--- src/rtl/param_sync_fifo.sv ---
// param_sync_fifo
//   Parametrised single-clock FIFO with occupancy count, almost-full and
//   almost-empty thresholds, overflow/underflow pulses and a read-valid strobe.
//
//   Compile-time option: define PARAM_SYNC_FIFO_FWFT_EN for first-word-fall-through
//   reads. Otherwise reads are registered with one cycle of latency.
//
// Ports
//   clk           clock, rising edge
//   rst           synchronous active-high reset
//   w_en          write request
//   r_en          read request (FWFT: pop of the presented word)
//   data_in       write data
//   data_out      read data
//   rd_valid      data_out holds valid read data
//   full          count == DEPTH
//   empty         count == 0
//   almost_full   count >= AF_THRESH
//   almost_empty  count <= AE_THRESH
//   count         occupancy, 0..DEPTH
//   overflow      one-cycle pulse after a rejected write
//   underflow     one-cycle pulse after a rejected read
module param_sync_fifo #(
  parameter int DATA_WIDTH = 8,
  parameter int DEPTH      = 8,
  parameter int AF_THRESH  = DEPTH - 2,
  parameter int AE_THRESH  = 2
) (
  input  logic                    clk,
  input  logic                    rst,
  input  logic                    w_en,
  input  logic                    r_en,
  input  logic [DATA_WIDTH-1:0]   data_in,
  output logic [DATA_WIDTH-1:0]   data_out,
  output logic                    rd_valid,
  output logic                    full,
  output logic                    empty,
  output logic                    almost_full,
  output logic                    almost_empty,
  output logic [$clog2(DEPTH):0]  count,
  output logic                    overflow,
  output logic                    underflow
);

  localparam int AW = $clog2(DEPTH);
  localparam int PW = AW + 1;
  localparam logic [PW-1:0] DEPTH_C = PW'(DEPTH);
  localparam logic [PW-1:0] AF_C    = PW'(AF_THRESH);
  localparam logic [PW-1:0] AE_C    = PW'(AE_THRESH);

  logic [DATA_WIDTH-1:0] mem_q [DEPTH];

  logic [PW-1:0] wr_ptr_q, wr_ptr_d;
  logic [PW-1:0] rd_ptr_q, rd_ptr_d;
  logic [PW-1:0] count_q, count_d;
  logic          overflow_q, overflow_d;
  logic          underflow_q, underflow_d;
  logic          rd_acc, wr_acc;

  // Flags come from the registered count only, so no request input reaches them.
  assign full         = (count_q == DEPTH_C);
  assign empty        = (count_q == '0);
  assign almost_full  = (count_q >= AF_C);
  assign almost_empty = (count_q <= AE_C);
  assign count        = count_q;
  assign overflow     = overflow_q;
  assign underflow    = underflow_q;

  always_comb begin
    rd_acc      = r_en && !empty;
    // A write into a full FIFO is fine when a read frees the slot in the same edge.
    wr_acc      = w_en && (!full || rd_acc);
    wr_ptr_d    = wr_ptr_q;
    rd_ptr_d    = rd_ptr_q;
    count_d     = count_q;
    overflow_d  = w_en && !wr_acc;
    underflow_d = r_en && !rd_acc;
    if (wr_acc) wr_ptr_d = wr_ptr_q + PW'(1);
    if (rd_acc) rd_ptr_d = rd_ptr_q + PW'(1);
    if (wr_acc && !rd_acc)      count_d = count_q + PW'(1);
    else if (rd_acc && !wr_acc) count_d = count_q - PW'(1);
  end

  always_ff @(posedge clk) begin
    if (rst) begin
      wr_ptr_q    <= '0;
      rd_ptr_q    <= '0;
      count_q     <= '0;
      overflow_q  <= 1'b0;
      underflow_q <= 1'b0;
    end else begin
      wr_ptr_q    <= wr_ptr_d;
      rd_ptr_q    <= rd_ptr_d;
      count_q     <= count_d;
      overflow_q  <= overflow_d;
      underflow_q <= underflow_d;
    end
  end

  // Storage is deliberately not reset.
  always_ff @(posedge clk) begin
    if (!rst && wr_acc) mem_q[wr_ptr_q[AW-1:0]] <= data_in;
  end

`ifdef PARAM_SYNC_FIFO_FWFT_EN
  // Head word is presented directly; zero while empty keeps the reset view clean.
  assign rd_valid = !empty;
  assign data_out = empty ? '0 : mem_q[rd_ptr_q[AW-1:0]];
`else
  logic [DATA_WIDTH-1:0] data_q;
  logic                  rd_valid_q;

  always_ff @(posedge clk) begin
    if (rst) begin
      data_q     <= '0;
      rd_valid_q <= 1'b0;
    end else begin
      rd_valid_q <= rd_acc;
      if (rd_acc) data_q <= mem_q[rd_ptr_q[AW-1:0]];
    end
  end

  assign data_out = data_q;
  assign rd_valid = rd_valid_q;
`endif

  // The extra pointer bit makes the distance between pointers equal to the occupancy.
  assert property (@(posedge clk) disable iff (rst) count_q == PW'(wr_ptr_q - rd_ptr_q));

endmodule

--- config.mk ---
export PLATFORM = sky130hd
export DESIGN_NAME = param_sync_fifo
export DESIGN_NICKNAME = d
export VERILOG_FILES = /design/src/rtl/param_sync_fifo.sv
export SDC_FILE = /design/constraint.sdc
export NUM_CORES = 1
export LEC_CHECK = 0
export ABC_AREA = 1
export CORE_UTILIZATION = 35
export CTS_CLUSTER_SIZE = 14
export DETAILED_ROUTE_END_ITERATION = 7
export PLACE_DENSITY = 0.63
export SKIP_CTS_REPAIR_TIMING = 1
export SLEW_MARGIN = 20
export SYNTH_ARGS = -nofsm -noshare
export SYNTH_HDL_FRONTEND = slang
export SYNTH_SLANG_ARGS = --single-unit
--- constraint.sdc ---
create_clock -name clk -period 5.6 [get_ports clk]
set_clock_uncertainty 0.05 [all_clocks]
set_input_delay 1.12 -clock clk [delete_from_list [all_inputs] [get_ports clk]]
set_output_delay 1.12 -clock clk [all_outputs]
set_load 0.01 [all_outputs]
==> results of run 1 <==
==> flip-flops by register name (all words and copies together) (netlist names) <==
name	flops
wr_ptr_q	3
mem_q	64
overflow	1
rd_valid	1
rd_ptr_q	3
data_out	8
underflow	1
count	4
==> final timing paths <==
path	startpoint	end
max reg2reg	count[0]$_SDFFE_PP0P_	count[3]$_SDFFE_PP0P_
min reg2reg	data_out[2]$_SDFFE_PP0P_	data_out[2]$_SDFFE_PP0P_
min	data_out[2]$_SDFFE_PP0P_	data_out[2]$_SDFFE_PP0P_
max	r_en	count[3]$_SDFFE_PP0P_
==> layout make-up <==
class,count,area [um2]
fill,995,6071
sequential,85,2342
multi-input combinational,214,999.7
timing repair buffer,31,307.8
inverter,68,260.3
tap,136,170.2
clock buffer,10,127.6
clock inverter,6,45.04
==> per-layer routing <==
layer	global-route usage [%]	up-vias	wire length, um
met5	0	-	0
met4	5.231	0	80
met3	3.993	9	445
met2	23.32	84	3502
met1	17.88	1162	3228
li1	-	1281	-
==> where the power goes <==
part / switching [W] / internal (W) / total [W]
sequential: 0.0000512 / 0.000725 / 0.000777
clock: 0.000221 / 0.000164 / 0.000386
combinational: 0.000289 / 0.000198 / 0.000488
==> through the flow <==
step / instances / hold WS [ns] / setup WS [ns] / area [um2] / util [%]
4_1_cts: 550 / 0.4186 / 2.490 / 4253 / 41.20
6_report: 550 / 0.4178 / 2.487 / 4253 / 41.20
3_5_place_dp: 534 / 0.4063 / 2.119 / 4080 / 39.52
5_1_grt: 550 / 0.4408 / 2.297 / 4253 / 41.20
2_1_floorplan: 380 / 0.4373 / 2.844 / 3712 / -
3_3_place_gp: 534 / 0.4067 / 2.175 / 4080 / 39.52
==> kinds of logic (layout without fill, tap and decap cells) <==
kind of cell | count (synthesis) | count (layout)
DFF | 85 | 85
adders and majority gates | 6 | 6
buffers and inverters | 81 | 115
AOI/OAI and AO/OA | 26 | 26
and+or+nand+nor | 180 | 180
xor gates and xnor gates | 2 | 2
==> layout by cell type, fill, tap and decap left out, types with 2 or more instances in the layout <==
cell	instances
ha_1	5
clkdlybuf4s50_1	30
clkbuf_8	9
inv_6	4
clkinvlp_4	2
xor2_1	2
a21oi_1	16
o21ai_0	9
dfxtp_1	21
inv_2	3
nand3_1	51
clkinv_1	2
nor2_1	14
inv_1	63
nand2_1	106
edfxtp_1	64
==> worst max-delay path, stage by stage <==
cell             delay (ns)
clkdlybuf4s50_1        0.46
inv_1                  0.10
nand4_1                0.13
nand2_1                0.18
inv_2                  0.08
ha_1                   0.20
inv_1                  0.12
ha_1                   0.27
or2_2                  0.31
nand2_1                0.07
nand3_1                0.06
nand2_1                0.06
nand2_1                0.05
a21oi_1                0.12
==> summary.txt, run 1 <==
================================================================================
Outcome ........................................................... finished clean
Number of vias per cell after detailed routing ....................        4.611
Antenna cells .....................................................            0
Fraction of layout instances using a drive strength above 1 .......       5.797%
IR drop worst, VDD ................................................    0.1642 mV
Worst R2R Setup Slack .............................................      3.23 ns
Count of warnings emitted by yosys ................................            0
Total routing resource utilization after global routing ...........       14.22%
Endpoint kind of the worst setup timing path ......................    flip-flop
FF+latch count, synth .............................................           85
Number of iterations in the first detailed-routing pass ...........            5
Commonest cells in the netlist .................................... nand2_1 (106), edfxtp_1 (64), inv_1 (63)
Mean post-synth cell area .........................................    9.769 um2
Area share of the largest cell type after synthesis ...............       51.77%
Pwr/cell area ..................................................... 387.9 mW/mm2
Classification of the worst-slack hold path ....................... flip-flop to flip-flop
Area leader, netlist ..............................................     edfxtp_1
Number of cells on the worst hold path ............................            2
TritonCTS clock tree ..............................................        built
Unrepaired setup endpoints after global routing ...................           no
Clk pin slew, worst setup/hold paths ..............................      0.08 ns
Maximum number of pins on one net before global-route repair ......           35
Achievable clock frequency ........................................   0.3213 GHz
Cells taking the most area after synthesis ........................ edfxtp_1 (52%), dfxtp_1 (11%), nand2_1 (11%)
I/O pins ..........................................................           31
Total CTS buffers .................................................            9
Number of distinct library cells after synthesis ..................           28
Critical path class ............................................... primary input to flip-flop
Routed Antenna Nets ...............................................            0
Wire length of the first global-routing pass ......................     11.88 mm
Top flip-flop cell by instance count after synthesis ..............     edfxtp_1
Number of max-cap violations ......................................            0
Number of failing hold endpoints at the final stage ...............            0
Area fraction in and, or, nand and nor cells after synthesis ......       20.73%
HPWL reported at the end of detailed placement ....................     4.795 mm
CP startpoint kind ................................................ primary input
Total wire length after detailed routing ..........................     7.257 mm
Initial antenna violation count ...................................            0
Adder and majority gate portion of the synthesized area ...........       2.224%
# clock sinks .....................................................           85
Shortest period the worst path allows .............................     3.113 ns
Width of the die ..................................................     105.0 um
Total standard cell area after synthesis .......................... 0.003712 mm2
Complex-gate fraction of the synthesized area .....................       3.505%
Share of synthesized area spent on multiplexers ...................           0%
Part of the cycle the worst path needs ............................       55.58%
Core area .........................................................  0.01032 mm2
Number of placement rows ..........................................           37
Seq/Total Area, Yosys .............................................       63.09%
GRT overflow ......................................................            0
Routed len/inst ...................................................     13.19 um
Residual DRC ......................................................            0
Initial Util ......................................................       35.96%
Total setup violations reported at the end of the flow ............            0
Share of synthesized flip-flops with an asynchronous set or reset .           0%
Number of DRC markers in iteration 0 ..............................          142
Worst Reg-to-Reg Cells ............................................           13
Clock insertion delay at the later pin of the skew report .........      0.35 ns
Syn Inst Count ....................................................          380
Routed vias .......................................................         2536
RePlAce Congestion ................................................       0.8279
Biggest fanout along the worst timing path ........................            5
Final #Nets .......................................................          427
Number of H-tree levels ...........................................            3
Tot Pwr ...........................................................   0.001650 W
Most repeated cell in the gate-level netlist after synthesis ......      nand2_1
Die footprint .....................................................  0.01102 mm2
Library cell used as clock root buffer ............................     clkbuf_8
Relative slew slack ...............................................       37.92%
Number of flops mapped to enable cells by yosys ...................           64
Leakage Power .....................................................     1.750 nW
Port buffer count .................................................           30
Net count after synthesis .........................................          398
Main combinational cell family by area after synthesis ............ simple AND/OR/NAND/NOR gates
Final Slew Violations .............................................            0
Setup total negative slack ........................................         0 ns
Die Ht ............................................................     105.0 um
Number of global-route vias before repair .........................         2421
Layout area overhead ..............................................       14.56%
Data arrival time of the critical path ............................      3.34 ns
Synth Area in XOR/XNOR ............................................      0.4719%
Slew @ Worst Pin ..................................................    0.9278 ns
Clock Path Buffers ................................................            2
Critical Path RT ..................................................      5.82 ns
================================================================================
(Power assumes the default switching activity.)
==> inputs of run 2 (changes only) <==
==> constraint.sdc (replaced) <==
create_clock -name clk -period 3.02 [get_ports clk]
set_clock_uncertainty 0.05 [all_clocks]
set_input_delay 0.604 -clock clk [delete_from_list [all_inputs] [get_ports clk]]
set_output_delay 0.604 -clock clk [all_outputs]
set_load 0.01 [all_outputs]
==> summary.txt, run 2 (same netlist as run 1, synthesis figures left out) <==
==================================================================================
Leakage Power .......................................................     1.819 nW
Unrepaired setup endpoints after global routing .....................           no
Number of failing hold endpoints at the final stage .................            0
Number of H-tree levels .............................................            3
Final #Nets .........................................................          438
Flip-flop count of the largest register, all copies and words added .           64
CP startpoint kind .................................................. primary input
GRT overflow ........................................................            0
Top metal layer carrying routed signals .............................         met4
Leading cell types in the layout, fill and taps excluded ............ nand2_1 (106), edfxtp_1 (64), inv_1 (63)
Maximum number of pins on one net before global-route repair ........           35
Shortest period the worst path allows ...............................     2.595 ns
Number of max-cap violations ........................................            0
Die Ht ..............................................................     105.0 um
Relative slew slack .................................................       57.94%
HPWL reported at the end of detailed placement ......................     4.876 mm
Width of the die ....................................................     105.0 um
RePlAce Congestion ..................................................       0.7971
Fraction of layout instances using a drive strength above 1 .........       8.491%
Total length of routed met3 wires ...................................       517 um
Library cell used as clock root buffer ..............................     clkbuf_8
Number of DRC markers in iteration 0 ................................          128
Routed vias .........................................................         2537
Number of placement rows ............................................           37
Core area ...........................................................  0.01032 mm2
Slew @ Worst Pin ....................................................    0.6300 ns
Total CTS buffers ...................................................            9
Setup total negative slack ..........................................         0 ns
Initial Util ........................................................       35.96%
Cell with the most instances on the worst path ......................      nand2_1
Endpoint kind of the worst setup timing path ........................    flip-flop
Met1 layer wirelength in the final routing ..........................     3.376 mm
Critical Path RT ....................................................      3.25 ns
Data arrival time of the critical path ..............................      2.83 ns
Kind of cell with the highest combined delay on the critical path ... simple AND/OR/NAND/NOR gates
Initial antenna violation count .....................................            0
Number of vias per cell after detailed routing ......................        4.530
Largest incremental delay on the critical path ......................      0.47 ns
Classification of the worst-slack hold path ......................... flip-flop to flip-flop
Part of the cycle the worst path needs ..............................       85.91%
Pwr/cell area ....................................................... 718.0 mW/mm2
Layout Utilization ..................................................       42.14%
Number of global-route vias before repair ...........................         2300
TritonCTS clock tree ................................................        built
Residual DRC ........................................................            0
I/O pins ............................................................           31
Layout area overhead ................................................       17.19%
Port buffer count ...................................................           30
Total routing resource utilization after global routing .............       14.68%
Biggest fanout along the worst timing path ..........................            5
Antenna cells .......................................................            0
Clock insertion delay at the later pin of the skew report ...........      0.34 ns
Clock Path Buffers ..................................................            2
Fillcell total ......................................................         1001
Series of cell instances along the critical path .................... clkdlybuf4s50_1 > inv_1 > nand4_1 > nand2_1 > inv_2 > ha_1 > inv_1 > ha_1 > or2_2 > nand2_1 > nand3_1 > nand2_1 > nand2_1 > a21oi_1
# clock sinks .......................................................           85
Most common cell after layout, fill and taps aside ..................      nand2_1
Die footprint .......................................................  0.01102 mm2
Critical path class ................................................. primary input to flip-flop
Final Slew Violations ...............................................            0
Total setup violations reported at the end of the flow ..............            0
Outcome ............................................................. finished clean
Routed len/inst .....................................................     13.56 um
Number of iterations in the first detailed-routing pass .............            4
Wire length of the first global-routing pass ........................     12.21 mm
Total wire length after detailed routing ............................     7.592 mm
Crit-path slowest cell .............................................. clkdlybuf4s50_1
IR drop worst, VDD ..................................................    0.3038 mV
Routed Antenna Nets .................................................            0
Clk pin slew, worst setup/hold paths ................................      0.08 ns
Achievable clock frequency ..........................................   0.3854 GHz
WP buf/inv ..........................................................            4
Routed wire length on met2 ..........................................     3.601 mm
==================================================================================
[run 2: cell count changes in the layout (fill, tap and decap cells not counted)]
| cell | previous run | this run |
|---|---|---|
| clkinv_2 | 0 | 2 |
| buf_4 | 1 | 12 |
| clkbuf_1 | 1 | 0 |
| bufinv_16 | 0 | 1 |
| clkinv_1 | 2 | 1 |
| inv_6 | 4 | 2 |
[run 2: worst register-to-register path, stage by stage, from the launching register on]
cell and delay, ns:
dfxtp_1 0.38, nor2_1 0.18, nand4_1 0.15, nand2_1 0.18, inv_2 0.08, ha_1 0.19
inv_1 0.12, ha_1 0.27, or2_2 0.32, nand2_1 0.07, nand3_1 0.06, nand2_1 0.06
nand2_1 0.05, a21oi_1 0.11
[run 2: area by class of cell]
class	instances	area, um2	share of cell area, %
Sequential cell	85	2342	53.84
Multi-Input combinational cell	214	999.7	22.98
Timing Repair Buffer	42	390.4	8.973
Inverter	68	260.3	5.982
Tap cell	136	170.2	3.911
Clock buffer	9	123.9	2.847
Clock inverter	6	63.81	1.467
[run 2: report_power, final]
part / internal [W] / total [W] / switching, W
Clock: 0.000377 / 0.000766 / 0.000388
Combinational: 0.000383 / 0.000928 / 0.000545
Sequential: 0.00134 / 0.00143 / 0.0000854
Total: 0.00210 / 0.00312 / 0.00102
[run 2: worst paths after layout]
kind,from,to,slack [ns],cells past startpoint
setup / recovery,r_en,count[3]$_SDFFE_PP0P_,0.43,14
hold reg to reg,data_out[6]$_SDFFE_PP0P_,data_out[6]$_SDFFE_PP0P_,0.41,2
setup reg to reg,count[0]$_SDFFE_PP0P_,count[3]$_SDFFE_PP0P_,0.69,13
hold / removal,data_out[6]$_SDFFE_PP0P_,data_out[6]$_SDFFE_PP0P_,0.41,2
[run 2: layer usage]
layer | vias up | global-route usage (%)
met5 | - | 0
met4 | 0 | 5.131
met3 | 7 | 3.556
met2 | 71 | 23.51
met1 | 1161 | 19.39
li1 | 1298 | -
[run 2: per-stage QoR]
step / worst slack, ns / total power (W) / instance area (um2) / hold WS (ns) / instances
floorplan: 0.7796 / 0.002080 / 3712 / 0.4373 / 380
global placement: 0.1510 / 0.002363 / 4163 / 0.4077 / 545
detailed placement: 0.07690 / 0.002392 / 4163 / 0.4044 / 545
CTS: 0.4523 / 0.003157 / 4350 / 0.4163 / 560
global route: 0.2923 / 0.003326 / 4350 / 0.4338 / 560
finish: 0.4254 / 0.003123 / 4350 / 0.4134 / 560
==> inputs of run 3 (changes only) <==
--- a/config.mk
+++ b/config.mk
@@ -7,9 +7,11 @@
 export LEC_CHECK = 0
 export ABC_AREA = 1
 export CORE_UTILIZATION = 35
+export CTS_BUF_LIST = sky130_fd_sc_hd__clkbuf_16
 export CTS_CLUSTER_SIZE = 14
 export DETAILED_ROUTE_END_ITERATION = 7
 export PLACE_DENSITY = 0.63
+export RECOVER_POWER = 50
 export SKIP_CTS_REPAIR_TIMING = 1
 export SLEW_MARGIN = 20
 export SYNTH_ARGS = -nofsm -noshare
==> summary.txt, run 3 (same netlist as run 1, synthesis figures left out) <==
==================================================================================
Routed len/inst .....................................................     13.69 um
Relative slew slack .................................................       57.65%
Routed Antenna Nets .................................................            0
Core area ...........................................................  0.01032 mm2
Power share of the combinational group ..............................        26.9%
Power dissipated by switching net loads .............................   0.001052 W
Outcome ............................................................. finished clean
Antenna cells .......................................................            0
Largest incremental delay on the critical path ......................      0.56 ns
Layout area overhead ................................................       19.62%
RePlAce Congestion ..................................................       0.7971
Residual DRC ........................................................            0
Fillcell total ......................................................          985
Relative contribution of sequential cells to total power ............        42.0%
Total setup violations reported at the end of the flow ..............            0
Routed vias .........................................................         2571
Cell with the most instances on the worst path ......................      nand2_1
Leading cell types in the layout, fill and taps excluded ............ nand2_1 (107), inv_1 (65), edfxtp_1 (64)
Origin of the critical flop-to-flop path ............................ count[0]$_SDFFE_PP0P_
CP startpoint kind .................................................. primary input
# clock sinks .......................................................           85
TritonCTS clock tree ................................................        built
Worst R2R Setup Slack ...............................................      0.55 ns
Clock insertion delay at the later pin of the skew report ...........      0.33 ns
Die footprint .......................................................  0.01102 mm2
Final #Nets .........................................................          438
Width of the die ....................................................     105.0 um
Initial Util ........................................................       35.96%
Initial antenna violation count .....................................            0
Worst hold path endpoint ............................................ data_out[6]$_SDFFE_PP0P_
GRT overflow ........................................................            0
Unrepaired setup endpoints after global routing .....................           no
Endpoint kind of the worst setup timing path ........................    flip-flop
Final Slew Violations ...............................................            0
Classification of the worst-slack hold path ......................... flip-flop to flip-flop
Setup total negative slack ..........................................         0 ns
Critical path class ................................................. primary input to flip-flop
Total CTS buffers ...................................................            9
Critical Path RT ....................................................      3.23 ns
Multi-input gate area ...............................................    992.2 um2
Fraction of layout instances using a drive strength above 1 .........       7.547%
Total routing resource utilization after global routing .............       14.81%
Smallest setup slack after layout ...................................    0.3054 ns
Number of vias per cell after detailed routing ......................        4.591
Achievable clock frequency ..........................................   0.3684 GHz
Maximum number of pins on one net before global-route repair ........           35
Number of global-route vias before repair ...........................         2307
IR drop worst, VDD ..................................................    0.3188 mV
Flip-flop count of the largest register, all copies and words added .           64
I/O pins ............................................................           31
Wire length of the first global-routing pass ........................     12.22 mm
Series of cell instances along the critical path .................... dlygate4sd3_1 > inv_1 > nand4_1 > nand2_1 > inv_1 > ha_1 > inv_1 > ha_1 > or2_2 > nand2_1 > nand3_1 > nand2_1 > nand2_1 > a21oi_1
Number of DRC markers in iteration 0 ................................          132
Number of failing hold endpoints at the final stage .................            0
Data arrival time of the critical path ..............................      2.92 ns
Crit-path slowest cell .............................................. dlygate4sd3_1
Biggest fanout along the worst timing path ..........................            5
Clock Power Share ...................................................        31.1%
Number of placement rows ............................................           37
Part of the cycle the worst path needs ..............................       89.89%
Die Ht ..............................................................     105.0 um
Total wire length after detailed routing ............................     7.665 mm
Clock Path Buffers ..................................................            2
Number of cells on the worst hold path ..............................            2
Library cell used as clock root buffer ..............................    clkbuf_16
Pre-CTS setup slack .................................................   0.07690 ns
Number of max-cap violations ........................................            0
Sw Ratio ............................................................       30.89%
Number of H-tree levels .............................................            3
Number of iterations in the first detailed-routing pass .............            4
Shortest period the worst path allows ...............................     2.715 ns
Leakage Power .......................................................     1.875 nW
Port buffer count ...................................................           30
Hold Crit Start ..................................................... data_out[6]$_SDFFE_PP0P_
Slew @ Worst Pin ....................................................    0.6352 ns
HPWL reported at the end of detailed placement ......................     4.876 mm
Internal Dissipation ................................................   0.002354 W
Clk pin slew, worst setup/hold paths ................................      0.06 ns
RR Endpoint ......................................................... count[3]$_SDFFE_PP0P_
Register area ....................................................... 0.002342 mm2
Pwr/cell area ....................................................... 767.0 mW/mm2
Worst Reg-to-Reg Cells ..............................................           12
Most common cell after layout, fill and taps aside ..................      nand2_1
==================================================================================
-- run 3: critical path, delay by kind of cell --
kind	cells	cell delay [ns]
AND/OR/NAND/NOR	7	0.87
buffers and inverters	4	0.86
adder cells (fa/ha/maj)	2	0.47
AO/OA/AOI/OAI	1	0.11
-- run 3: worst max path at each step --
stage	slack (ns)	start	endpoint
after floorplan	0.78	r_en	count[3]$_SDFFE_PP0P_
after global placement	0.15	r_en	count[3]$_SDFFE_PP0P_
after detailed placement	0.08	r_en	count[3]$_SDFFE_PP0P_
after CTS	0.42	r_en	count[3]$_SDFFE_PP0P_
after global routing	0.14	r_en	count[3]$_SDFFE_PP0P_
final	0.31	r_en	count[3]$_SDFFE_PP0P_
-- run 3: per-layer routing --
metal  GRT usage, %  wire length (um)  up-vias
li1               -                 -     1303
met1          19.39              3271     1181
met2          23.79              3741       85
met3          4.304               624        2
met4          4.326                27        0
met5              0                 0        -
-- run 3: stage by stage --
stage                     total power [W]  utilization [%]  cells  cell area, um2  hold slack, ns
after floorplan                  0.002080                -    380            3712          0.4373
after detailed placement         0.002392            40.32    545            4163          0.4044
after CTS                        0.003455            43.12    560            4452          0.4134
final                            0.003406            43.01    560            4441          0.4110
after global placement           0.002363            40.32    545            4163          0.4077
after global routing             0.003611            43.01    560            4441          0.4277
-- run 3: layout make-up --
| cell class | count | share of cell area [%] |
|---|---|---|
| Inverter | 68 | 5.861 |
| Sequential cell | 85 | 52.75 |
| Timing Repair Buffer | 42 | 8.707 |
| Clock buffer | 9 | 5.072 |
| Multi-Input combinational cell | 214 | 22.34 |
| Clock inverter | 6 | 1.437 |
| Tap cell | 136 | 3.832 |
-- run 3: power by group through the flow --
stage / clock, W / sequential [W] / combinational, W
2_1_floorplan: 0 / 0.00146 / 0.000625
3_3_place_gp: 0 / 0.00145 / 0.000909
3_5_place_dp: 0 / 0.00146 / 0.000936
4_1_cts: 0.00108 / 0.00143 / 0.000941
5_1_grt: 0.00113 / 0.00144 / 0.00104
6_report: 0.00106 / 0.00143 / 0.000918
